`src/rtl/zxw_div_pkg.sv`:
```
// rtl/zxw_div_pkg.sv - shared widths, state encoding and helpers for the restoring divider
package zxw_div_pkg;

  localparam int unsigned OP_W  = 4;
  localparam int unsigned CNT_W = 2;

  typedef enum logic [1:0] {
    IDLE = 2'd0,
    CALC = 2'd1,
    DONE = 2'd2
  } state_e;

  // Iteration count step-down as a lookup so the datapath carries no extra subtractor.
  function automatic logic [CNT_W-1:0] cnt_dec(input logic [CNT_W-1:0] c);
    logic [CNT_W-1:0] r;
    r = '0;
    unique case (c)
      2'd3:    r = 2'd2;
      2'd2:    r = 2'd1;
      2'd1:    r = 2'd0;
      default: r = 2'd0;
    endcase
    return r;
  endfunction

endpackage

```
`src/rtl/zxw_far.sv`:
```
// rtl/zxw_far.sv - 4-bit ripple adder/subtractor
// cin=1 selects subtract (x + ~y + 1); cout=1 then means no borrow.
module zxw_far (
  input  logic [3:0] x,
  input  logic [3:0] y,
  input  logic       cin,
  output logic [3:0] s,
  output logic       cout
);

  logic [3:0] y_eff;
  logic [4:0] c;

  always_comb begin
    y_eff = y ^ {4{cin}};
    c     = '0;
    s     = '0;
    c[0]  = cin;
    for (int i = 0; i < 4; i++) begin
      s[i]   = x[i] ^ y_eff[i] ^ c[i];
      c[i+1] = (x[i] & y_eff[i]) | (c[i] & (x[i] ^ y_eff[i]));
    end
    cout = c[4];
  end

endmodule

```
`src/rtl/zxw_div.sv`:
```
// rtl/zxw_div.sv - 4-bit unsigned restoring divider, one quotient bit per cycle
// Results are shadowed and only change on entry to DONE.
module zxw_div
  import zxw_div_pkg::*;
#(
  parameter int N = 4
) (
  input  logic         Clock,
  input  logic         Resetn,
  input  logic         Start,
  input  logic [N-1:0] Dividend,
  input  logic [N-1:0] Divisor,
  output logic         Busy,
  output logic         Done,
  output logic [N-1:0] Quotient,
  output logic [N-1:0] Remainder,
  output logic         DivZero
);

  state_e             state_q, state_d;
  logic [N-1:0]       a_q, a_d;
  logic [N-1:0]       r_q, r_d;
  logic [N-1:0]       d_q, d_d;
  logic [CNT_W-1:0]   cnt_q, cnt_d;
  logic [N-1:0]       quo_q, quo_d;
  logic [N-1:0]       rem_q, rem_d;
  logic               dz_q, dz_d;

  logic [N-1:0]       trial;
  logic [N-1:0]       diff;
  logic               no_borrow;
  logic               step_ok;
  logic               div_is_zero;

  assign trial       = {r_q[N-2:0], a_q[N-1]};
  assign div_is_zero = ~|Divisor;

  zxw_far u_far (
    .x    (trial),
    .y    (d_q),
    .cin  (1'b1),
    .s    (diff),
    .cout (no_borrow)
  );

  // r_q[3] set means the shifted partial remainder is >= 16, which always exceeds D.
  assign step_ok = no_borrow | r_q[N-1];

  always_ff @(posedge Clock or negedge Resetn) begin
    if (!Resetn) begin
      state_q <= IDLE;
    end else begin
      state_q <= state_d;
    end
  end

  always_comb begin
    state_d = state_q;
    unique case (state_q)
      IDLE:    if (Start) state_d = div_is_zero ? DONE : CALC;
      CALC:    if (cnt_q == '0) state_d = DONE;
      DONE:    state_d = IDLE;
      default: state_d = IDLE;
    endcase
  end

  always_comb begin
    Busy = (state_q != IDLE);
    Done = (state_q == DONE);
  end

  always_comb begin
    a_d   = a_q;
    r_d   = r_q;
    d_d   = d_q;
    cnt_d = cnt_q;
    quo_d = quo_q;
    rem_d = rem_q;
    dz_d  = dz_q;
    unique case (state_q)
      IDLE: begin
        if (Start) begin
          a_d   = Dividend;
          d_d   = Divisor;
          r_d   = '0;
          cnt_d = {CNT_W{1'b1}};
          if (div_is_zero) begin
            quo_d = {N{1'b1}};
            rem_d = Dividend;
            dz_d  = 1'b1;
          end else begin
            dz_d  = 1'b0;
          end
        end
      end
      CALC: begin
        r_d   = step_ok ? diff : trial;
        a_d   = {a_q[N-2:0], step_ok};
        cnt_d = cnt_dec(cnt_q);
        if (cnt_q == '0) begin
          quo_d = a_d;
          rem_d = r_d;
        end
      end
      default: ;
    endcase
  end

  always_ff @(posedge Clock or negedge Resetn) begin
    if (!Resetn) begin
      a_q   <= '0;
      r_q   <= '0;
      d_q   <= '0;
      cnt_q <= '0;
      quo_q <= '0;
      rem_q <= '0;
      dz_q  <= 1'b0;
    end else begin
      a_q   <= a_d;
      r_q   <= r_d;
      d_q   <= d_d;
      cnt_q <= cnt_d;
      quo_q <= quo_d;
      rem_q <= rem_d;
      dz_q  <= dz_d;
    end
  end

  assign Quotient  = quo_q;
  assign Remainder = rem_q;
  assign DivZero   = dz_q;

endmodule

```
`config.mk`:
```
export PLATFORM = sky130hd
export DESIGN_NAME = zxw_div
export DESIGN_NICKNAME = d
export VERILOG_FILES = /design/src/rtl/zxw_div_pkg.sv /design/src/rtl/zxw_far.sv /design/src/rtl/zxw_div.sv
export SDC_FILE = /design/constraint.sdc
export NUM_CORES = 1
export LEC_CHECK = 0
export CAP_MARGIN = 30
export CORE_UTILIZATION = 40
export CTS_CLUSTER_DIAMETER = 100
export DETAILED_ROUTE_END_ITERATION = 16
export PLACE_DENSITY = 0.65
export SYNTH_ARGS = -nofsm -noshare
export SYNTH_HDL_FRONTEND = slang
export SYNTH_HIERARCHICAL = 1
export SYNTH_SLANG_ARGS = --single-unit
```
`constraint.sdc`:
```
create_clock -name Clock -period 3.6 [get_ports Clock]
set_input_delay 0.72 -clock Clock [delete_from_list [all_inputs] [get_ports Clock]]
set_output_delay 0.72 -clock Clock [all_outputs]
set_load 0.005 [all_outputs]
```
* Word level (Yosys, flattened, before mapping) *
Index checks and enable logic that the tools add are counted.

cells by class
  reductions and logical operators = 9
  equality and inequality tests = 7
  muxes and demuxes = 21
  bitwise logic cells = 21

operators with widths
  kind                  number
  $mux W4               9
  $pmux W4 S2           4
  $pmux W2 S2           3
  $mux W2               4
  $and A1 B1 Y1         7
  $xor A1 B1 Y1         7
  $eq A2 B2 Y1 const B  3
  $ne A2 B2 Y1 const B  3
  $reduce_and A2 Y1     3
  $or A1 B1 Y1          5
  $logic_not A2 Y1      2
  $not A4 Y4            1
  $reduce_and A4 Y1     1
  $reduce_bool A2 Y1    2
  $reduce_or A4 Y1      1
  $eq A2 B1 Y1 const B  1
  $mux W1               1
  $not A1 Y1            1

word-level totals
  logic and storage cells = 66
  input port bits = 11
  flip-flop bits (word level) = 25

* Logic depth before layout (Yosys ltp) *
  depth after elaboration = 13
  depth in mapped cells = 10
  gate-level depth less buffers = 9

* Modules after synthesis *
Netlist, hierarchy kept.

by module, submodules not included
  module   cells each  times used  area an instance (µm²)
  zxw_div  126         1           1267.5
  zxw_far  12          1           121.4

* Worst setup path before layout *
OpenSTA, ideal clock, no wires.

  path type = register to register
  from = register d_q[0]
  to = register rem_q[0] (netlist: Remainder[0])
  period minus slack after synthesis = 2.538 ns
  stages on the path, launching flop included = 11
  path slack = 1.062 ns
  buffers on the path = 1
  arrival time = 2.443 ns
  cell sequence = dfrtp_1 > mux2_2 > fa_1 > inv_1 > fa_1 > inv_1 > fa_1 > buf_1 > nor2_1 > a211oi_1 > o31ai_1

between the ends
  word-level cells in the longest chain between the ends = 13
  elaborated cells on any way between the ends = 15
  classes of those cells = mux (3); bitwise (12)

ends and longest elaborated chain
  item                                                   RTL line        source
  start: declaration                                     zxw_div.sv:23   logic [N-1:0] d_q, d_d;
  start signal: assignment                               zxw_div.sv:113  d_q <= '0;
  start signal: assignment                               zxw_div.sv:121  d_q <= d_d;
  $not A4 Y4 (no line) (*)                               n/a
  $and A1 B1 Y1 / $xor A1 B1 Y1 (equally long branches)  zxw_far.sv:21   c[i+1] = (x[i] & y_eff[i]) | (c[i] & (x[i] ^ y_eff[i]));
  $or A1 B1 Y1 (*)                                       zxw_far.sv:21
  $and A1 B1 Y1 (*)                                      zxw_far.sv:21
  $or A1 B1 Y1 (*)                                       zxw_far.sv:21
  $and A1 B1 Y1 (*)                                      zxw_far.sv:21
  $or A1 B1 Y1 (*)                                       zxw_far.sv:21
  $and A1 B1 Y1 (*)                                      zxw_far.sv:21
  $or A1 B1 Y1 (*)                                       zxw_far.sv:21
  via no_borrow                                          zxw_div.sv:31   logic no_borrow;
  $or A1 B1 Y1 (*)                                       zxw_div.sv:47   assign step_ok = no_borrow | r_q[N-1];
  $mux W4 (*)                                            zxw_div.sv:97   r_d = step_ok ? diff : trial;
  $mux W4 (*)                                            zxw_div.sv:100  if (cnt_q == '0) begin
  $pmux W4 S2 (*)                                        zxw_div.sv:80   unique case (state_q)
  end signal: assignment                                 zxw_div.sv:124  rem_q <= rem_d;
  end: declaration                                       zxw_div.sv:26   logic [N-1:0] rem_q, rem_d;

The timed path passes the listed nets; every way through them passes the cells marked *. The select of a mux whose other input is x is not followed.
A chain may end at the register's enable or synchronous reset.

* Worst setup path after layout *
  from = register d_q[0]
  to = register rem_q[1] (netlist: Remainder[1])

The elaborated chain is that of the path after synthesis.

==> impl_metrics.csv <==
group,metric,value,unit
run_status,outcome,"finished, final reports clean",
sta,setup_total_negative_slack,0,ns
synth,post_synth_inst_count,138,
clocking,cts_tree,"built",
power_and_ir_drop,power_leakage,0.700,nW
sta,fin_crit,2.85,ns
floorplan,floorplan.initialDensity,41.6,%
synth,synth_seq_cells,25,
synth,synth.yosys.seq_area_share,45.0,%
setup_path,critical_path_most_common_cell,"sky130_fd_sc_hd__fa_1",
place,io_buffer_count,21,
grt,grt_first_pass_wirelength,4800,um
final_layout,fraction_of_final_layout_cells_sized_beyond_drive_strength_1,8.81,%
hold_path,hold-path-cell-count,2,
sta,layout_setup_ws,0.748,ns
synth,synth.cell_area,1390,um^2
setup_path,reg2regPathDepth,9,
clocking,number_of_hold_repair_buffers_added_at_the_cts_stage,0,
sta,tightestPinTransition,0.993,ns
sta,timing.final.hold_violations,0,
setup_path,critPathLaunchType,"flop",
route,average_vias_per_placed_instance,5.24,
route,route.detailed.drc,0,
clocking,clock_sink_count,25,
place,dp.final_hpwl,2300,um
synth,async_flop_share,100,%
final_layout,syn_to_final_growth,18.8,%
run,max_cap_viol_count,0,
clocking,cts.clk_slew.worst_paths,0.15,ns
grt,grt.total_usage,17.8,%
sta,slew_headroom,33.6,%
route,num_vias,1074,
route,wirelength,3040,um
route,routed_wire_length_per_instance,14.8,um
grt,antenna_found_initial,0,
setup_path,data_required_time_of_the_critical_path,3.85,ns
setup_path,cp_data_arrival_time,3.10,ns
clocking,cts.repair_timing.setup_buffer_count,0,
grt,grt_pass1_vias,1071,
clocking,cts_root_buf,"sky130_fd_sc_hd__clkbuf_4",
synth,synth.yosys.warnings,6,
final_layout,antenna-diode-count,0,
route,drt_first_pass_iters,4,
synth,synth_enable_flop_cells,0,
route,detail_route.iter0.violations,63,
floorplan,chipHeight,60.9,um
sta,layout_worst_path_cycle_share,79.2,%
floorplan,placement_rows,21,
setup_path,worst-setup-path-type,"reg -> reg",
floorplan,dieArea,3710,um^2
final_layout,fillers,334,
place,preCtsSetupSlack,0.823,ns
power_and_ir_drop,power_density_cells,864,nW/um^2
setup_path,cp_cell_instances,"mux2_2 > fa_1 > inv_1 > fa_1 > inv_1 > fa_1 > nor2_1 > a211oi_1 > o31ai_1",
floorplan,coreArea,3340,um^2
sta,clock_skew,0.00779,ns
floorplan,dieWidth,60.9,um
synth,postSynth.topFlopCell,"sky130_fd_sc_hd__dfrtp_1",
setup_path,critical_path_endpoint_category,"flop",
power_and_ir_drop,power.ir.vdd_worst,0.000297,V
sta,setup-violations-final,0,
synth,syn_area_per_cell,10.1,um^2
sta,rsz0062_at_grt,"no",
place,gp_congestion,0.786,
clocking,ctsResizeCount,0,
clocking,cts-buffers-inserted,3,
clocking,cts.path.max_buffers,2,
route,drt.antenna.violating_nets,0,
hold_path,hold_path.class,"reg -> reg",
grt,overflow,0,
sta,slew_viol_final,0,
floorplan,pin_count,22,
setup_path,crit_path_max_incr_delay,0.49,ns
final_layout,number_of_nets_in_the_layout,174,
final_layout,regArea,626,um^2
synth,netlist-cell-type-count,37,
setup_path,crit_path_max_fanout,9,
sta,fmax,351,MHz
final_layout,multi_input_area,692,um^2
grt,grt_max_degree,26,
setup_path,critical-path-slowest-cell,"sky130_fd_sc_hd__fa_1",
clocking,worst_skew_pair.late_latency,0.33,ns
clocking,clock_tree.htree_level_count,1,
==> per-layer routing <==
metal	GRT usage, %	routed length [um]	vias up
met5	0	0	-
met4	8.12	72	0
met3	2.13	93	7
met2	30.3	1520	23
met1	22.8	1360	522
li1	-	-	522
==> power by group <==
group | switching (mW) | total [mW] | leakage [nW] | internal [mW]
combinational | 0.397 | 0.752 | 0.376 | 0.355
clock | 0.0942 | 0.140 | 0.0183 | 0.0454
sequential | 0.132 | 0.535 | 0.305 | 0.403
==> kinds of logic after synthesis <==
logic type	share of synthesized area, %
buf+inv	5.95
flops	45.0
mux	2.97
compound gates	21.7
fa+ha+maj	4.32
xor+xnor	2.52
simple gates	17.2
other cells	0.270
==> final cells by class <==
type | instances | area share [%]
Timing Repair Buffer | 22 | 13.2
Clock inverter | 1 | 0.531
Sequential cell | 25 | 37.9
Inverter | 7 | 1.59
Multi-Input combinational cell | 101 | 41.9
Clock buffer | 3 | 1.36
Tap cell | 46 | 3.49
==> path summary, 6_finish.rpt <==
kind | slack [ns] | endpoint | start
worst max-delay path | 0.75 | Remainder[1] | d_q[0]
worst min-delay path | 0.51 | d_q[2] | d_q[2]
worst max register to register | 0.75 | Remainder[1] | d_q[0]
worst min register to register | 0.51 | d_q[2] | d_q[2]
max in group asynchronous | 2.61 | d_q[2] | Resetn
min in group asynchronous | 0.73 | state_q[0] | Resetn
==> cell usage in the layout, fill, tap and decap left out, types with 4 or more instances in the layout <==
master | synthesis | routed
sky130_fd_sc_hd__a211oi_1 | 8 | 8
sky130_fd_sc_hd__a21oi_1 | 9 | 9
sky130_fd_sc_hd__clkdlybuf4s50_1 | 0 | 21
sky130_fd_sc_hd__conb_1 | 1 | 4
sky130_fd_sc_hd__dfrtp_1 | 25 | 25
sky130_fd_sc_hd__inv_1 | 7 | 7
sky130_fd_sc_hd__nand2_1 | 20 | 20
sky130_fd_sc_hd__nor2_1 | 8 | 8
sky130_fd_sc_hd__o211ai_1 | 4 | 4
sky130_fd_sc_hd__o21a_1 | 4 | 4
sky130_fd_sc_hd__o21ai_0 | 11 | 11
sky130_fd_sc_hd__o31ai_1 | 5 | 5
==> synth_stat cells, types with 3 or more instances <==
cell	count	share of area, %
sky130_fd_sc_hd__o31ai_1	5	2.7
sky130_fd_sc_hd__xor2_1	3	1.9
sky130_fd_sc_hd__o21ai_0	11	4.0
sky130_fd_sc_hd__a21oi_1	9	3.2
sky130_fd_sc_hd__a211oi_1	8	4.3
sky130_fd_sc_hd__o211ai_1	4	2.2
sky130_fd_sc_hd__o21a_1	4	2.2
sky130_fd_sc_hd__nand2_1	20	5.4
sky130_fd_sc_hd__dfrtp_1	25	45
sky130_fd_sc_hd__nor2_1	8	2.2
sky130_fd_sc_hd__inv_1	7	1.9
sky130_fd_sc_hd__buf_6	3	2.4
sky130_fd_sc_hd__buf_2	3	1.1
sky130_fd_sc_hd__fa_1	3	4.3
sky130_fd_sc_hd__mux2i_1	3	2.2
==> state kept, by name, indices dropped and copies added (netlist names) <==
name       cells
DivZero        1
Quotient       4
Remainder      4
a_q            4
cnt_q          2
d_q            4
r_q            4
state_q        2
==> per-stage QoR <==
stage / utilization [%] / hold WS [ns] / area [um^2] / power (mW) / instances
4_1_cts: 49.5 / 0.518 / 1650 / 1.43 / 205
2_1_floorplan: - / 0.424 / 1400 / 1.06 / 141
6_report: 49.5 / 0.513 / 1650 / 1.43 / 205
3_3_place_gp: 48.5 / 0.470 / 1620 / 1.27 / 201
5_1_grt: 49.5 / 0.542 / 1650 / 1.54 / 205
3_5_place_dp: 48.5 / 0.483 / 1620 / 1.30 / 201
==> worst max-delay path: cells and delay by family, from the launching register on <==
| family | cells | cell delay, ns |
|---|---|---|
| fa+ha+maj | 3 | 1.00 |
| simple gates | 1 | 0.46 |
| flops | 1 | 0.42 |
| compound gates | 2 | 0.40 |
| mux | 1 | 0.36 |
| buf+inv | 2 | 0.13 |
(Power assumes the default switching activity.)
